[src/rtl/data_bus_if_pkg.sv]
// Shared bus widths, FSM state encoding and timeout defaults for the
// memory-stage bus interface.
package data_bus_if_pkg;

    localparam int DataBus     = 32;
    localparam int DataAddrBus = 32;
    localparam int SelBus      = 4;

    localparam logic [1:0] ST_IDLE = 2'd0;
    localparam logic [1:0] ST_REQ  = 2'd1;
    localparam logic [1:0] ST_DONE = 2'd2;

    localparam int unsigned TIMEOUT_DEFAULT = 255;

    // The timeout counter is never narrower than 8 bits, wider if TIMEOUT needs it.
    function automatic int unsigned tmo_cnt_width(input int unsigned timeout);
        int unsigned w;
        w = $clog2(timeout + 1);
        return (w < 8) ? 8 : w;
    endfunction

endpackage

[src/rtl/data_bus_if.sv]
// Memory-stage to bus bridge: one outstanding word request, pipeline stall
// handshake, flush-discard of in-flight transactions and request timeout.
//
// state | meaning
// IDLE  | no transaction; a new access is accepted here
// REQ   | bus request outstanding, fields held stable until ack or timeout
// DONE  | completed; read buffer presented, waits for the pipeline to advance
module data_bus_if
    import data_bus_if_pkg::*;
#(
    parameter int unsigned TIMEOUT = TIMEOUT_DEFAULT
) (
    input  logic                   clk,
    input  logic                   rst,

    input  logic                   mem_ce_i,
    input  logic                   mem_we_i,
    input  logic [SelBus-1:0]      mem_sel_i,
    input  logic [DataAddrBus-1:0] mem_addr_i,
    input  logic [DataBus-1:0]     mem_data_i,
    output logic [DataBus-1:0]     mem_rdata_o,

    output logic                   stallreq_o,
    input  logic                   stall_i,
    input  logic                   flush_i,

    output logic                   bus_req_o,
    output logic                   bus_we_o,
    output logic [SelBus-1:0]      bus_sel_o,
    output logic [DataAddrBus-1:0] bus_addr_o,
    output logic [DataBus-1:0]     bus_wdata_o,
    input  logic                   bus_ack_i,
    input  logic [DataBus-1:0]     bus_rdata_i,
    output logic                   bus_err_o
);

    localparam int unsigned CntW = tmo_cnt_width(TIMEOUT);
    localparam logic [CntW-1:0] CntLast = CntW'(TIMEOUT - 1);
    localparam logic [DataAddrBus-1:0] WordMask = {{(DataAddrBus-2){1'b1}}, 2'b00};

    logic [1:0]             state_q,   state_d;
    logic                   we_q,      we_d;
    logic [SelBus-1:0]      sel_q,     sel_d;
    logic [DataAddrBus-1:0] addr_q,    addr_d;
    logic [DataBus-1:0]     wdata_q,   wdata_d;
    logic [DataBus-1:0]     rbuf_q,    rbuf_d;
    logic [CntW-1:0]        cnt_q,     cnt_d;
    logic                   discard_q, discard_d;
    logic                   err_q,     err_d;
    logic                   discard_now;

    // A flush arriving in the completing cycle discards just like an earlier one.
    assign discard_now = discard_q | flush_i;

    always_comb begin
        state_d   = state_q;
        we_d      = we_q;
        sel_d     = sel_q;
        addr_d    = addr_q;
        wdata_d   = wdata_q;
        rbuf_d    = rbuf_q;
        cnt_d     = cnt_q;
        discard_d = discard_q;
        err_d     = 1'b0;

        case (state_q)
            ST_IDLE: begin
                if (mem_ce_i && !flush_i) begin
                    state_d   = ST_REQ;
                    we_d      = mem_we_i;
                    sel_d     = mem_sel_i;
                    addr_d    = mem_addr_i & WordMask;
                    wdata_d   = mem_data_i;
                    cnt_d     = '0;
                    discard_d = 1'b0;
                end
            end
            ST_REQ: begin
                if (bus_ack_i) begin
                    if (!discard_now && !we_q) begin
                        rbuf_d = bus_rdata_i;
                    end
                    state_d   = discard_now ? ST_IDLE : ST_DONE;
                    discard_d = 1'b0;
                end else if (cnt_q == CntLast) begin
                    err_d = 1'b1;
                    if (!discard_now) begin
                        rbuf_d = '0;
                    end
                    state_d   = discard_now ? ST_IDLE : ST_DONE;
                    discard_d = 1'b0;
                end else begin
                    cnt_d = cnt_q + CntW'(1);
                    if (flush_i) begin
                        discard_d = 1'b1;
                    end
                end
            end
            ST_DONE: begin
                if (flush_i || !stall_i) begin
                    state_d = ST_IDLE;
                end
            end
            default: begin
                state_d = ST_IDLE;
            end
        endcase
    end

    always_ff @(posedge clk or negedge rst) begin
        if (!rst) begin
            state_q   <= ST_IDLE;
            we_q      <= 1'b0;
            sel_q     <= '0;
            addr_q    <= '0;
            wdata_q   <= '0;
            rbuf_q    <= '0;
            cnt_q     <= '0;
            discard_q <= 1'b0;
            err_q     <= 1'b0;
        end else begin
            state_q   <= state_d;
            we_q      <= we_d;
            sel_q     <= sel_d;
            addr_q    <= addr_d;
            wdata_q   <= wdata_d;
            rbuf_q    <= rbuf_d;
            cnt_q     <= cnt_d;
            discard_q <= discard_d;
            err_q     <= err_d;
        end
    end

    // Reset gating keeps the combinational stall quiet while reset is held.
    assign stallreq_o  = rst & (((state_q == ST_IDLE) & mem_ce_i & ~flush_i) |
                                ((state_q == ST_REQ) & ~discard_q));
    assign bus_req_o   = (state_q == ST_REQ);
    assign bus_we_o    = we_q;
    assign bus_sel_o   = sel_q;
    assign bus_addr_o  = addr_q;
    assign bus_wdata_o = wdata_q;
    assign bus_err_o   = err_q;
    assign mem_rdata_o = rbuf_q;

endmodule
[config.mk]
export PLATFORM = sky130hd
export DESIGN_NAME = data_bus_if
export DESIGN_NICKNAME = d
export VERILOG_FILES = /design/src/rtl/data_bus_if_pkg.sv /design/src/rtl/data_bus_if.sv
export SDC_FILE = /design/constraint.sdc
export NUM_CORES = 1
export LEC_CHECK = 0
export ABC_AREA = 1
export BUFFER_PORTS_ARGS = -buffer_cell sky130_fd_sc_hd__buf_2
export CORE_MARGIN = 8
export CORE_UTILIZATION = 46
export CTS_CLUSTER_SIZE = 30
export DETAILED_ROUTE_END_ITERATION = 10
export MAX_ROUTING_LAYER = met4
export PLACE_DENSITY = 0.88
export SLEW_MARGIN = 20
export SYNTH_ARGS = -nofsm -noshare
export SYNTH_HDL_FRONTEND = slang
export SYNTH_SLANG_ARGS = --single-unit
[constraint.sdc]
create_clock -name clk -period 1.6 [get_ports clk]
set_clock_uncertainty 0.1 [all_clocks]
set_input_delay 0.32 -clock clk [delete_from_list [all_inputs] [get_ports clk]]
set_output_delay 0.32 -clock clk [all_outputs]
set_load 0.02 [all_outputs]
==> impl_metrics.tcl <==
set metrics [dict create \
    synth_cell_type_count 23 \
    tightest_slew_ns 0.589 \
    wl_per_cell_um 14.6 \
    dr.pass1.iters 4 \
    start_kind "flip-flop" \
    routed_wl_mm 12.7 \
    criticalPathCategory "flip-flop to output pin" \
    vdd_ir_drop_max_mv 1.08 \
    syn_area_um2 4480 \
    violations "setup timing" \
    ys_seq_area_frac 0.620 \
    antenna_left 0 \
    drv_cap 0 \
    root_buffer "clkbuf_8" \
    grt_overflow_total 0 \
    place_area_um2 5730 \
    final_layout_size_suffix_gt1_frac 0.352 \
    whs_ns 0.0450 \
    fin_util 0.632 \
    die_area_um2 13200 \
    cts_tree "yes" \
    grt_max_degree 112 \
    drv_slew 0 \
    worstHoldPathType "input port to flip-flop" \
    power_density_nw_per_um2 1990 \
    synth_ff_type "dfrtp_1" \
    synth_edf_count 0 \
    ys_seq_elements 111 \
    initial_core_util 0.467 \
    cp.arrival_ns 1.32 \
    fin_area_um2 6070 \
    antenna_found_initial 1 \
    async_flop_share 1.00 \
    cts_buffers 9 \
    h-tree-depth 3 \
    vias 4106 \
    nNetsFinal 842 \
    rows 36 \
    syn_to_final_growth_pct 35.5 \
    setup_ws_ns -0.142 \
    drt_iter0_drc 290 \
    clock-sinks 111 \
    hpwl_mm 9.20 \
    grt_pass1_vias 4111 \
    finalSetupViolCount 34 \
    crit_required_ns 1.18 \
    rsz0062_at_grt "true" \
    core_um2 9590 \
    finalCritPeriodShare 1.09 \
    via_per_inst 4.71 \
    grt_usage 0.195 \
    critPathMaxFanout 3 \
    hold_viol_final 0 \
    post-synth-top-area-cell "dfrtp_1" \
    status "complete, but fails checks" \
    gp_congestion 0.798 \
    max_freq_mhz 574 \
    leakagePower_nw 3.51 \
    synthTopCellsByArea "dfrtp_1, nand2_1, nand3_1" \
    power_mw 12.1 \
    die_h_um 115 \
    synth_top_area_frac 0.620 \
    synth_warnings 0 \
    fillers 814 \
    portBuffers 206 \
    r2r_cells 9 \
    io_pins 211 \
    period_needed_ns 1.74 \
    cts.clk_slew.worst_paths_ns 0.11 \
    clock_path_buffers 2 \
    max_slew_margin 0.608 \
    dp_cells 847 \
    synth_cells 520 \
    dp_slack_ns 0.0464 \
    clkLatencyLatePin_ns 0.36 \
    grt_pass1_wl_mm 19.7 \
    setup.worst_path.end_class "output pin" \
    avgSynthCellArea_um2 8.61 \
    layout.cells.non_filler 872 \
    fp.dieW_um 115 \
    post-route-drc-count 0 \
    tns_ns -1.59 \
    whs_path_depth 3 \
]
## final cells by class
type / instances / area [µm²] / area share
flip-flops and latches: 111 / 2780 / 0.458
multi-input cells: 367 / 1590 / 0.261
repair buffers: 229 / 1300 / 0.214
well taps: 133 / 166 / 0.0274
clock buffers: 10 / 128 / 0.0210
inverters: 15 / 56.3 / 0.00928
clock inverters: 6 / 51.3 / 0.00845
diodes: 1 / 2.50 / 0.000412
## cells by family after synthesis
family / synth area share
other: 0.000837
flip-flops: 0.620
AND/OR/NAND/NOR: 0.306
AO/OA/AOI/OAI: 0.0187
buffers and inverters: 0.0450
adder cells (fa/ha/maj): 0.00559
XOR/XNOR: 0.00391
## cells in the mapped netlist, types with 2 or more instances
cell / count
o21ai_0: 4
nor2_1: 9
inv_2: 2
nand2_1: 290
ha_1: 2
nand3_1: 41
xor2_1: 2
buf_2: 11
inv_1: 13
o21ai_1: 6
nand3b_1: 2
dfrtp_1: 111
clkbuf_1: 10
a21oi_1: 2
buf_4: 7
## worst max-delay path, cell delays in order, from the launching register on
cell and delay, ns:
dfrtp_1 0.43, nor3_4 0.19, inv_2 0.08, a21boi_4 0.13, buf_6 0.13
## registers in the layout, summed over array words and instances (netlist names)
register,count
bus_addr_o,30
mem_rdata_o,32
bus_we_o,1
bus_err_o,1
bus_sel_o,4
cnt_q,8
discard_q,1
state_q,2
bus_wdata_o,32
## metal layers
metal / part of all wire / GRT usage
met1: 0.44 / 0.245
met4: 0.012 / 0.0639
met5: 0 / -
met2: 0.46 / 0.301
met3: 0.086 / 0.0512
## path summary, 6_finish.rpt
check	startpoint	to	slack (ns)
setup / recovery	state_q[0]	stallreq_o	-0.14
hold / removal	mem_addr_i[16]	bus_addr_o[16]	0.05
setup reg to reg	state_q[1]	mem_rdata_o[17]	-0.06
hold reg to reg	bus_addr_o[14]	bus_addr_o[14]	0.38
max in group asynchronous	rst	bus_addr_o[24]	0.40
min in group asynchronous	rst	bus_err_o	0.53
## where the power goes
part	switching (mW)	internal, mW
Sequential	0.722	4.13
Combinational	3.71	1.95
Clock	0.969	0.597
## placed cells by master (no fill, tap or decap), types with 2 or more instances in the layout
cell and count:
a21oi_1 2, clkbuf_8 9, buf_12 5, nand3_2 2
o21ai_0 2, dfrtp_1 110, inv_1 13, conb_1 2
nand2_1 286, ha_1 2, inv_6 3, xor2_1 2
buf_6 6, o21ai_1 8, buf_2 203, nor2_1 8
inv_2 2, nand3b_1 2, nand2_2 5, nand3_4 2
nor2_4 2, nand3_1 37, buf_4 14
## repair_timing
item / in CTS / in global routing
pin swaps: 2 / 2
hold buffers: 1 / 0
buffers inserted: 5 / 1
hold endpoints to repair: 111 / 0
setup endpoints to repair: 2 / 44
cloned: 0 / 1
resized for setup: 12 / 15
(Power assumes the default switching activity.)
